File: src/rtl/seq_nonrestoring_divider.sv
// ============================================================================
//  Module      : seq_nonrestoring_divider
//  Description : Multi-cycle unsigned integer divider built on the
//                non-restoring algorithm. Each clock does one add or subtract,
//                and a final step corrects the remainder. The block has a
//                start/done handshake and flags divide by zero.
//                Optional macro NRD_SIGNED_EN selects two's-complement
//                operands. That mode adds a FIXUP state that applies signs.
//  Revision    : 1.0 - initial release
// ============================================================================
`default_nettype none

module seq_nonrestoring_divider #(
  parameter int WIDTH = 4
) (
  input  logic             clk,
  input  logic             rst_n,
  input  logic             start,
  input  logic [WIDTH-1:0] dividend,
  input  logic [WIDTH-1:0] divisor,
  output logic             ready,
  output logic             done,
  output logic [WIDTH-1:0] quotient,
  output logic [WIDTH-1:0] remainder,
  output logic             div_by_zero
);

  localparam int             CW        = $clog2(WIDTH + 1);
  localparam logic [CW-1:0]  LAST_STEP = CW'(WIDTH - 1);
  localparam logic [CW-1:0]  CNT_ONE   = CW'(1);

`ifdef NRD_SIGNED_EN
  typedef enum logic [1:0] {IDLE = 2'd0, ITER = 2'd1, CORRECT = 2'd2, FIXUP = 2'd3} state_t;
`else
  typedef enum logic [1:0] {IDLE = 2'd0, ITER = 2'd1, CORRECT = 2'd2} state_t;
`endif

  state_t           state;
  state_t           state_nxt;

  logic [WIDTH:0]   a_reg;      // signed partial remainder
  logic [WIDTH-1:0] q_reg;      // dividend shifting out, quotient shifting in
  logic [WIDTH-1:0] y_reg;      // divisor (magnitude in signed mode)
  logic [CW-1:0]    count;
  logic             zero_div;   // operation in flight has Y == 0

  logic [WIDTH:0]   y_ext;
  logic [WIDTH:0]   a_shift;
  logic [WIDTH:0]   a_step;
  logic [WIDTH-1:0] rem_fix;
  logic             zero_hold;
  logic [WIDTH-1:0] x_load;
  logic [WIDTH-1:0] y_load;

`ifdef NRD_SIGNED_EN
  logic             x_neg;      // dividend sign, and so the remainder sign
  logic             q_neg;      // operand signs differ, so the quotient is negated
  logic [WIDTH-1:0] rem_mag;
  logic [WIDTH-1:0] quo_signed;
  logic [WIDTH-1:0] rem_signed;
`endif

  assign ready = (state == IDLE);

  // Datapath helpers: operand preparation, one non-restoring step, remainder correction
  always_comb begin
    y_ext   = {1'b0, y_reg};
    a_shift = {a_reg[WIDTH-1:0], q_reg[WIDTH-1]};
    a_step  = a_reg[WIDTH] ? (a_shift + y_ext) : (a_shift - y_ext);
    rem_fix = a_reg[WIDTH] ? (a_reg[WIDTH-1:0] + y_reg) : a_reg[WIDTH-1:0];
    // Divide by zero spends two cycles in CORRECT so that its completion
    // latency is a fixed two clocks after accept.
    zero_hold = zero_div && (count == '0);
`ifdef NRD_SIGNED_EN
    x_load = dividend[WIDTH-1] ? (~dividend + 1'b1) : dividend;
    y_load = divisor[WIDTH-1]  ? (~divisor + 1'b1)  : divisor;
`else
    x_load = dividend;
    y_load = divisor;
`endif
  end

`ifdef NRD_SIGNED_EN
  // Sign application for the FIXUP stage (MIN / -1 wraps naturally)
  always_comb begin
    rem_mag    = zero_div ? q_reg : a_reg[WIDTH-1:0];
    quo_signed = q_neg ? (~q_reg + 1'b1) : q_reg;
    rem_signed = x_neg ? (~rem_mag + 1'b1) : rem_mag;
  end
`endif

  // FSM state register
  always_ff @(posedge clk or negedge rst_n) begin
    if (!rst_n) begin
      state <= IDLE;
    end else begin
      state <= state_nxt;
    end
  end

  // FSM next-state logic
  always_comb begin
    state_nxt = state;
    case (state)
      IDLE: begin
        if (start) begin
          state_nxt = (divisor == '0) ? CORRECT : ITER;
        end
      end
      ITER: begin
        if (count == LAST_STEP) begin
          state_nxt = CORRECT;
        end
      end
      CORRECT: begin
        if (!zero_hold) begin
`ifdef NRD_SIGNED_EN
          state_nxt = FIXUP;
`else
          state_nxt = IDLE;
`endif
        end
      end
`ifdef NRD_SIGNED_EN
      FIXUP: begin
        state_nxt = IDLE;
      end
`endif
      default: begin
        state_nxt = IDLE;
      end
    endcase
  end

  // Datapath registers, result registers and the one-cycle done pulse
  always_ff @(posedge clk or negedge rst_n) begin
    if (!rst_n) begin
      a_reg       <= '0;
      q_reg       <= '0;
      y_reg       <= '0;
      count       <= '0;
      zero_div    <= 1'b0;
      done        <= 1'b0;
      quotient    <= '0;
      remainder   <= '0;
      div_by_zero <= 1'b0;
`ifdef NRD_SIGNED_EN
      x_neg       <= 1'b0;
      q_neg       <= 1'b0;
`endif
    end else begin
      done <= 1'b0;
      case (state)
        IDLE: begin
          if (start) begin
            q_reg    <= x_load;
            a_reg    <= '0;
            y_reg    <= y_load;
            count    <= '0;
            zero_div <= (divisor == '0);
`ifdef NRD_SIGNED_EN
            x_neg    <= dividend[WIDTH-1];
            q_neg    <= dividend[WIDTH-1] ^ divisor[WIDTH-1];
`endif
          end
        end
        ITER: begin
          a_reg <= a_step;
          q_reg <= {q_reg[WIDTH-2:0], ~a_step[WIDTH]};
          count <= count + CNT_ONE;
        end
        CORRECT: begin
          if (zero_hold) begin
            count <= count + CNT_ONE;
          end else begin
`ifdef NRD_SIGNED_EN
            a_reg <= {1'b0, rem_fix};
`else
            done        <= 1'b1;
            div_by_zero <= zero_div;
            quotient    <= zero_div ? '1 : q_reg;
            remainder   <= zero_div ? q_reg : rem_fix;
`endif
          end
        end
`ifdef NRD_SIGNED_EN
        FIXUP: begin
          done        <= 1'b1;
          div_by_zero <= zero_div;
          quotient    <= zero_div ? '1 : quo_signed;
          remainder   <= rem_signed;
        end
`endif
        default: begin
          done <= 1'b0;
        end
      endcase
    end
  end

endmodule

`default_nettype wire
File: config.mk
export PLATFORM = sky130hd
export DESIGN_NAME = seq_nonrestoring_divider
export DESIGN_NICKNAME = d
export VERILOG_FILES = /design/src/rtl/seq_nonrestoring_divider.sv
export SDC_FILE = /design/constraint.sdc
export NUM_CORES = 1
export LEC_CHECK = 0
export ABC_AREA = 1
export BUFFER_PORTS_ARGS = -buffer_cell sky130_fd_sc_hd__buf_4
export CORE_MARGIN = 4
export CORE_UTILIZATION = 45
export CTS_BUF_LIST = sky130_fd_sc_hd__clkbuf_8
export CTS_CLUSTER_DIAMETER = 200
export CTS_CLUSTER_SIZE = 30
export DETAILED_ROUTE_END_ITERATION = 16
export PLACE_DENSITY_LB_ADDON = 0.15
export SYNTH_ARGS = -nofsm -noshare
export SYNTH_HDL_FRONTEND = slang
export SYNTH_SLANG_ARGS = --single-unit
export TNS_END_PERCENT = 50
File: constraint.sdc
create_clock -name clk -period 5 [get_ports clk]
set_clock_uncertainty 0.2 [all_clocks]
set_input_delay 0.25 -clock clk [delete_from_list [all_inputs] [get_ports clk]]
set_output_delay 0.25 -clock clk [all_outputs]
set_load 0.005 [all_outputs]
==> results of run 1 <==
## cell usage in the layout, fill, tap and decap left out, drive strengths merged
cell / instances
inv: 39
a21oi: 12
xor2: 2
a22oi: 1
nand3: 9
dfrtp: 29
dlygate4sd3: 1
nand2: 44
o221ai: 1
a31oi: 1
fa: 2
o211ai: 5
nand4: 3
o21ai: 21
clkinv: 2
buf: 21
clkbuf: 5
ha: 15
xnor2: 2
nor2: 16
o22ai: 5
## power groups by stage
stage / Sequential [uW] / Clock (uW) / Combinational, uW
floorplan: 409 / 0 / 543
global placement: 428 / 0 / 725
detailed placement: 429 / 0 / 731
CTS: 426 / 185 / 737
global route: 441 / 198 / 856
finish: 425 / 181 / 729
## stage by stage
stage / setup WS, ns / area [um^2] / util [%] / power, uW / instances
3_5_place_dp: 2.72 / 1920 / 52.1 / 1160 / 275
6_report: 2.69 / 2010 / 54.6 / 1340 / 284
2_1_floorplan: 2.88 / 1730 / - / 952 / 210
4_1_cts: 2.70 / 2010 / 54.6 / 1350 / 284
3_3_place_gp: 2.76 / 1920 / 52.1 / 1150 / 275
5_1_grt: 2.48 / 2010 / 54.6 / 1500 / 284
## path summary, 6_finish.rpt
kind	slack (ns)	depth (start not counted)	startpoint	end
hold / removal	0.02	3	dividend[2]	q_reg[2]
hold reg to reg	0.29	2	div_by_zero	div_by_zero
min in group asynchronous	0.23	2	rst_n	a_reg[1]
setup reg to reg	2.69	12	y_reg[1]	q_reg[0]
setup / recovery	2.69	12	y_reg[1]	q_reg[0]
max in group asynchronous	4.08	2	rst_n	count[2]
## cell usage after synthesis
cell type  number
a21oi_2         1
nand2_2         2
a21oi_1        11
o21ai_2         1
fa_1            2
clkbuf_1        1
o22ai_1         5
buf_2           1
o221ai_1        1
xnor2_1         2
a31oi_1         1
inv_2           4
nand3_2         1
o21ai_0        18
nand3_1         8
o21ai_1         2
nor2_2          1
nand4_1         3
xor2_1          2
o211ai_1        5
inv_1          34
nand2_4         1
ha_1           15
nor2_1         15
buf_4           2
a22oi_1         1
dfrtp_1        29
nand2_1        41
## kinds of logic (layout without fill, tap and decap cells)
logic type                 Yosys count  in the layout  synth area share (%)
AOI/OAI and AO/OA                   46             46                  15.3
xor gates and xnor gates             4              4                  2.03
DFF                                 29             29                  42.0
buffers and inverters               42             68                  9.63
and+or+nand+nor                     72             72                  17.9
adders and majority gates           17             17                  13.2
## cell type report
class                           instances  share of cell area [%]
Clock buffer                            5                    3.42
Inverter                               38                    7.08
Sequential cell                        29                    36.0
Timing Repair Buffer                   22                    8.32
Clock inverter                          3                   0.683
Multi-Input combinational cell        139                    41.5
Tap cell                               48                    2.98
## worst register-to-register path: stages (launching register included)
cell,delay [ns]
dfrtp_1,0.39
inv_1,0.10
ha_1,0.28
inv_1,0.03
o21ai_0,0.21
inv_1,0.09
fa_1,0.44
inv_1,0.09
a21oi_1,0.07
nand3_1,0.10
nand3_1,0.09
nand2_1,0.07
nand2_1,0.04
## metal layers
layer	vias to the layer above	wire length, um	global-route usage, %
li1	732	-	-
met1	642	1780	22.8
met2	22	1620	25.1
met3	4	147	3.45
met4	0	28	5.74
met5	-	0	0
==> flow_metrics.env, run 1 <==
export IMPL_setup_tns_final_ns=0
export IMPL_cts_tree="yes"
export IMPL_drt_iter0_drc=75
export IMPL_syn_inst=210
export IMPL_fp_dieH_um=70.0
export IMPL_start_util_pct=46.8
export IMPL_switching_share_pct=44.6
export IMPL_cts_resized=0
export IMPL_largest_reg_flops=5
export IMPL_viasPerCell=4.93
export IMPL_outcome="completed"
export IMPL_post_cts_buffers=0
export IMPL_drv_slew=0
export IMPL_pwr_density_cell_nw_per_um2=663
export IMPL_setup_viol=0
export IMPL_crit_path_max_fanout=4
export IMPL_track_usage_pct=16.4
export IMPL_num_io_pins=22
export IMPL_avgSynthCellArea_um2=8.23
export IMPL_synth_cell_types=28
export IMPL_h_tree_depth=2
export IMPL_hold_path_class="input port to flip-flop"
export IMPL_sequentialPowerShare_pct=31.9
export IMPL_clockRootBuffer="clkbuf_8"
export IMPL_cap_violations=0
export IMPL_clkPwrFrac_pct=13.6
export IMPL_grt_overflow=0
export IMPL_fin_crit_ns=2.31
export IMPL_finalNetCount=263
export IMPL_grt_max_degree=30
export IMPL_yosysWarnings=0
export IMPL_fill_cells=367
export IMPL_worstMarginPinSlew_ns=0.518
export IMPL_cp_cell_sequence="inv_1 > ha_1 > inv_1 > o21ai_0 > inv_1 > fa_1 > inv_1 > a21oi_1 > nand3_1 > nand3_1 > nand2_1 > nand2_1"
export IMPL_clkTransAtPathRegs_ns=0.06
export IMPL_cp_required_ns=4.97
export IMPL_avgRoutedWirePerCell_um=12.6
export IMPL_die_x_um=70.0
export IMPL_port_buffers=21
export IMPL_antenna_found_initial=0
export IMPL_cts_hold_buf=1
export IMPL_p_int_uw=739
export IMPL_std_cell_rows=22
export IMPL_n_antenna_cell=0
export IMPL_clk_latency_ns=0.28
export IMPL_whs_ns=0.0205
export IMPL_drive_above_1_share_pct=16.5
export IMPL_cp_arrival_ns=2.28
export IMPL_ys_ff_latch=29
export IMPL_ir_drop_v=0.000273
export IMPL_wirelength_mm=3.58
export IMPL_place_congestion=0.861
export IMPL_vias=1400
export IMPL_regArea_um2=726
export IMPL_hpwl_mm=2.69
export IMPL_synthesis_nets=238
export IMPL_period_share_pct=46.2
export IMPL_worst_setup_path_end_kind="flip-flop"
export IMPL_grt_setup_unrepaired="no"
export IMPL_leakage_uw=0.00104
export IMPL_synth_area_um2=1730
export IMPL_crit_family="adder cells"
export IMPL_synthTopCellsByArea="dfrtp_1 (42%), ha_1 (11%), nand2_1 (8.9%), inv_1 (7.4%), o21ai_0 (5.2%)"
export IMPL_p_comb_share_pct=54.6
export IMPL_synth_top_area_share_pct=42.0
export IMPL_numCtsBuffers=5
export IMPL_startpoint_type="flip-flop"
export IMPL_dr_pass1_iters=4
export IMPL_die_area_um2=4900
export IMPL_fmax_mhz=433
export IMPL_yosys_area_top_type="dfrtp_1"
export IMPL_final_antenna_net_count=0
export IMPL_finalHoldViolCount=0
export IMPL_crit_slowest_cell="fa_1"
export IMPL_cpPeakStageDelay_ns=0.44
export IMPL_first_global_vias=1392
export IMPL_crit_type="flip-flop to flip-flop"
export IMPL_cts_sinks=29
export IMPL_cpMostUsedCell="inv_1"
export IMPL_cts_buffer_depth=2
export IMPL_drc=0
export IMPL_multiInputGateArea_um2=836
export IMPL_area_growth_pct=16.6
export IMPL_critical_path_n_buffers_inverters=4
export IMPL_relSlewSlack_pct=65.5
export IMPL_grt_first_pass_wirelength_mm=6.40
export IMPL_core_area_um2=3690
export IMPL_p_switching_uw=596
export IMPL_ys_seq_area_share_pct=42.0
Note: power is estimated with default switching activity, not from simulation.
==> run 2: changes to the inputs <==
--- a/config.mk
+++ b/config.mk
@@ -5,7 +5,7 @@
 export SDC_FILE = /design/constraint.sdc
 export NUM_CORES = 1
 export LEC_CHECK = 0
-export ABC_AREA = 1
+export ABC_AREA = 0
 export BUFFER_PORTS_ARGS = -buffer_cell sky130_fd_sc_hd__buf_4
 export CORE_MARGIN = 4
 export CORE_UTILIZATION = 45
==> constraint.sdc (replaced) <==
create_clock -name clk -period 2.4 [get_ports clk]
set_clock_uncertainty 0.2 [all_clocks]
set_input_delay 0.12 -clock clk [delete_from_list [all_inputs] [get_ports clk]]
set_output_delay 0.12 -clock clk [all_outputs]
set_load 0.005 [all_outputs]
==> flow_metrics.env, run 2 <==
export IMPL_outcome="completed"
export IMPL_drive_above_1_share_pct=24.3
export IMPL_drv_slew=0
export IMPL_total_power_uw=3160
export IMPL_async_flop_share_pct=100
export IMPL_postLayoutCellArea_um2=2200
export IMPL_finalHoldViolCount=0
export IMPL_cp_required_ns=2.42
export IMPL_yosysWarnings=0
export IMPL_grt_setup_unrepaired="no"
export IMPL_wirelength_mm=3.51
export IMPL_synth_edff_count=0
export IMPL_r2r_cells=9
export IMPL_fmax_mhz=449
export IMPL_viasPerCell=5.11
export IMPL_avgSynthCellArea_um2=9.89
export IMPL_r2r_start="y_reg[1]"
export IMPL_reg2reg_to="a_reg[3]"
export IMPL_post_cts_buffers=0
export IMPL_relSlewSlack_pct=67.5
export IMPL_die_area_um2=4880
export IMPL_area_growth_pct=27.8
export IMPL_n_antenna_cell=0
export IMPL_synthTopCellsByArea="dfrtp_1 (42%), ha_1 (11%), mux2_2 (4.6%), nand2_1 (4.1%), o21ai_0 (3.8%)"
export IMPL_final_antenna_net_count=0
export IMPL_hpwl_mm=2.69
export IMPL_largest_reg_flops=5
export IMPL_cts_sinks=29
export IMPL_r2r_setup_slack_ns=0.17
export IMPL_worst_setup_path_end_kind="flip-flop"
export IMPL_pwr_density_cell_nw_per_um2=1430
export IMPL_synth_area_um2=1720
export IMPL_num_io_pins=22
export IMPL_setup_tns_final_ns=0
export IMPL_final_cell_mix="dfrtp_1 (29), buf_4 (26), nand2_1 (19)"
export IMPL_dr_pass1_iters=4
export IMPL_fill_cells=327
export IMPL_synth_main_ff_cell="dfrtp_1"
export IMPL_grt_first_pass_wirelength_mm=6.20
export IMPL_place_congestion=0.895
export IMPL_cap_violations=0
export IMPL_yosys_area_top_type="dfrtp_1"
export IMPL_grt_max_degree=30
export IMPL_first_global_vias=1402
export IMPL_cp_startpoint="y_reg[1]"
export IMPL_synth_cell_types=37
export IMPL_vias=1339
export IMPL_setup_viol=0
export IMPL_setup_worst_path_end="a_reg[3]"
export IMPL_numCtsBuffers=5
export IMPL_clkTransAtPathRegs_ns=0.06
export IMPL_ir_drop_v=0.000649
export IMPL_syn_inst=174
export IMPL_clk_latency_ns=0.28
export IMPL_finalNetCount=241
export IMPL_ys_seq_area_share_pct=42.2
export IMPL_track_usage_pct=15.7
export IMPL_ys_ff_latch=29
export IMPL_fp_dieH_um=69.9
export IMPL_h_tree_depth=2
export IMPL_drt_iter0_drc=50
export IMPL_yosysMostFrequentCell="dfrtp_1"
export IMPL_period_share_pct=92.8
export IMPL_clockRootBuffer="clkbuf_8"
export IMPL_port_buffers=21
export IMPL_cts_tree="yes"
export IMPL_crit_path_max_fanout=2
export IMPL_core_area_um2=3690
export IMPL_startpoint_type="flip-flop"
export IMPL_synth_top_area_share_pct=42.2
export IMPL_hold_path_class="input port to async pin"
export IMPL_worstMarginPinSlew_ns=0.484
export IMPL_grt_overflow=0
export IMPL_std_cell_rows=22
export IMPL_fin_crit_ns=2.23
export IMPL_final_common_cell="dfrtp_1"
export IMPL_leakage_uw=0.00103
export IMPL_drc=0
export IMPL_cts_buffer_depth=2
export IMPL_place_area_um2=1950
export IMPL_antenna_found_initial=0
export IMPL_crit_type="flip-flop to flip-flop"
export IMPL_cp_arrival_ns=2.25
export IMPL_start_util_pct=46.7
export IMPL_avgRoutedWirePerCell_um=13.4
export IMPL_synth_common_cells="dfrtp_1 (29), nand2_1 (19), inv_1 (16)"
export IMPL_synthesis_nets=202
export IMPL_die_x_um=69.9
-- run 2: changes by cell type after synthesis, moves of 4 or more --
cell	change
o21ai_0	-5
inv_1	-18
o22ai_1	-4
o22a_1	+4
nand3_1	-4
mux2i_1	+5
nand2_1	-22
mux2_2	+7
-- run 2: worst min-delay path by stage --
stage | start | endpoint | slack [ns]
5_1_grt | rst_n | q_reg[0] | 0.14
4_1_cts | rst_n | y_reg[1] | 0.11
2_1_floorplan | rst_n | a_reg[0] | -0.38
3_5_place_dp | rst_n | a_reg[0] | -0.13
3_3_place_gp | rst_n | a_reg[0] | -0.13
6_report | rst_n | y_reg[1] | 0.11
-- run 2: logic make-up after synthesis --
family | synth area share, %
xor+xnor | 3.56
compound gates | 13.3
buf+inv | 5.16
flops | 42.2
mux | 7.49
fa+ha+maj | 13.2
simple gates | 15.1
-- run 2: stage by stage --
stage	util [%]	hold slack, ns	std cells	setup slack, ns
CTS	59.3	0.106	262	0.104
finish	59.6	0.107	262	0.172
detailed placement	52.9	-0.133	244	0.137
global placement	52.9	-0.135	244	0.201
global route	59.6	0.138	262	0.0469
floorplan	-	-0.376	174	0.195
-- run 2: cell type report --
cell class	instances	area, um^2	area share (%)
Clock buffer	5	68.8	3.13
Clock inverter	3	65.1	2.96
Inverter	17	63.8	2.90
Multi-Input combinational cell	124	921	41.9
Sequential cell	29	726	33.0
Tap cell	48	60.1	2.73
Timing Repair Buffer	36	295	13.4
-- run 2: timing repair --
item | 4_1_cts | 5_1_grt
setup endpoints to repair | 0 | 1
endpoints found under the hold margin | 38 | 0
gates resized for setup | 0 | 3
hold buffers | 10 | 0
-- run 2: worst max-delay path, cell delays in order (launching register included) --
cell and delay (ns):
dfrtp_1 0.37, inv_1 0.10, ha_1 0.24, mux2_2 0.28
ha_1 0.27, a21o_1 0.18, a21oi_1 0.19, xnor2_1 0.15
o211ai_1 0.11, nand2_1 0.07
-- run 2: layer usage --
| metal | up-vias | GRT usage (%) | share of wire, % |
|---|---|---|---|
| met2 | 29 | 26.0 | 48 |
| met5 | - | 0 | 0 |
| met1 | 630 | 19.7 | 46 |
| met3 | 7 | 3.45 | 3.5 |
| met4 | 0 | 7.02 | 1.9 |
| li1 | 673 | - | - |
-- run 2: power breakdown --
part	total (uW)	switching [uW]	internal, uW
registers	892	183	710
logic	1660	866	796
clock network	602	189	412
==> run 3: changes to the inputs <==
==> constraint.sdc (replaced) <==
create_clock -name clk -period 2.4 [get_ports clk]
set_clock_uncertainty 0.2 [all_clocks]
set_input_delay 0.48 -clock clk [delete_from_list [all_inputs] [get_ports clk]]
set_output_delay 0.48 -clock clk [all_outputs]
set_load 0.005 [all_outputs]
==> flow_metrics.env, run 3 (synthesis gave the netlist of run 2 again) <==
export IMPL_cts_buffer_depth=2
export IMPL_hold_path_class="input port to flip-flop"
export IMPL_grt_first_pass_wirelength_mm=6.21
export IMPL_setup_viol=0
export IMPL_std_cell_rows=22
export IMPL_cp_arrival_ns=2.23
export IMPL_wl_met1_mm=1.59
export IMPL_worstMarginPinSlew_ns=0.488
export IMPL_grt_overflow=0
export IMPL_n_antenna_cell=0
export IMPL_antenna_found_initial=0
export IMPL_die_x_um=69.9
export IMPL_die_area_um2=4880
export IMPL_drt_iter0_drc=47
export IMPL_final_util_pct=57.2
export IMPL_worst_setup_path_end_kind="flip-flop"
export IMPL_final_common_cell="dfrtp_1"
export IMPL_clkTransAtPathRegs_ns=0.06
export IMPL_drc=0
export IMPL_drive_above_1_share_pct=25.4
export IMPL_crit_family="adder cells"
export IMPL_r2r_setup_slack_ns=0.18
export IMPL_final_antenna_net_count=0
export IMPL_setup_tns_final_ns=0
export IMPL_setup_slack_ns=0.177
export IMPL_relSlewSlack_pct=67.2
export IMPL_r2r_cells=10
export IMPL_cp_required_ns=2.41
export IMPL_numCtsBuffers=5
export IMPL_cts_sinks=29
export IMPL_fill_cells=333
export IMPL_area_growth_pct=22.5
export IMPL_track_usage_pct=15.8
export IMPL_critical_path_n_buffers_inverters=2
export IMPL_dr_pass1_iters=4
export IMPL_outcome="completed"
export IMPL_cpPeakStageDelay_ns=0.36
export IMPL_crit_slowest_cell="fa_2"
export IMPL_hold_path_depth=2
export IMPL_leakage_uw=0.000995
export IMPL_drv_slew=0
export IMPL_pwr_density_cell_nw_per_um2=1490
export IMPL_crit_type="flip-flop to flip-flop"
export IMPL_largest_reg_flops=5
export IMPL_finalHoldViolCount=0
export IMPL_fin_crit_ns=2.22
export IMPL_vias=1309
export IMPL_cts_tree="yes"
export IMPL_place_congestion=0.895
export IMPL_clk_latency_ns=0.28
export IMPL_core_area_um2=3690
export IMPL_final_cell_mix="dfrtp_1 (29), buf_4 (26), nand2_1 (19)"
export IMPL_ir_drop_v=0.000636
export IMPL_crit_path_max_fanout=2
export IMPL_finalNetCount=232
export IMPL_viasPerCell=5.17
export IMPL_avgRoutedWirePerCell_um=13.7
export IMPL_start_util_pct=46.7
export IMPL_top_layer="met4"
export IMPL_h_tree_depth=2
export IMPL_path_depth=10
export IMPL_port_buffers=21
export IMPL_grt_max_degree=30
export IMPL_total_power_uw=3140
export IMPL_wirelength_mm=3.47
export IMPL_wl_met3_um=130
export IMPL_hpwl_mm=2.69
export IMPL_first_global_vias=1393
export IMPL_wl_met2_mm=1.68
export IMPL_clockRootBuffer="clkbuf_8"
export IMPL_num_io_pins=22
export IMPL_cap_violations=0
export IMPL_grt_setup_unrepaired="no"
export IMPL_fp_dieH_um=69.9
export IMPL_fmax_mhz=450
export IMPL_pre_cts_slack_ns=0.137
export IMPL_cp_cell_sequence="inv_1 > ha_1 > mux2_2 > inv_1 > fa_2 > nand2b_1 > a21oi_2 > xnor2_2 > nand2_1 > a21oi_1"
export IMPL_cpMostUsedCell="inv_1"
export IMPL_startpoint_type="flip-flop"
export IMPL_period_share_pct=92.6
-- run 3: cell types whose count changed in the layout (fill, tap and decap cells not counted), sizes merged --
cell	before	now
dlygate4sd3	10	1
-- run 3: final timing paths --
check,startpoint,end
max,y_reg[1],q_reg[0]
min,divisor[2],y_reg[2]
max reg2reg,y_reg[1],q_reg[0]
min reg2reg,div_by_zero,div_by_zero
max in group asynchronous,rst_n,count[0]
min in group asynchronous,rst_n,y_reg[1]
-- run 3: layout make-up --
type                            instances  area, um^2  share of cell area, %
Sequential cell                        29         726                   34.4
Multi-Input combinational cell        124         921                   43.7
Clock buffer                            5        68.8                   3.26
Tap cell                               48        60.1                   2.85
Inverter                               17        63.8                   3.02
Clock inverter                          3        65.1                   3.08
Timing Repair Buffer                   27         205                   9.73
-- run 3: power breakdown --
part | switching, uW | internal, uW
combinational | 862 | 787
clock | 189 | 412
sequential | 182 | 710
-- run 3: repair_timing --
item                                   CTS  global route
resized for setup                        0             3
buffers inserted                         0             0
hold buffers                             1             0
setup endpoints to repair                0             1
endpoints found under the hold margin   29             0
-- run 3: through the flow --
step / area [um^2] / cells / hold WS, ns
after floorplan: 1720 / 174 / -0.0156
after global placement: 1950 / 244 / 0.225
after detailed placement: 1950 / 244 / 0.227
after CTS: 2100 / 253 / 0.230
after global routing: 2110 / 253 / 0.227
final: 2110 / 253 / 0.240
-- run 3: layer usage --
layer / vias to the layer above / global-route usage, %
met5: - / 0
met4: 0 / 7.02
met3: 7 / 3.74
met2: 27 / 26.0
met1: 621 / 19.6
li1: 654 / -
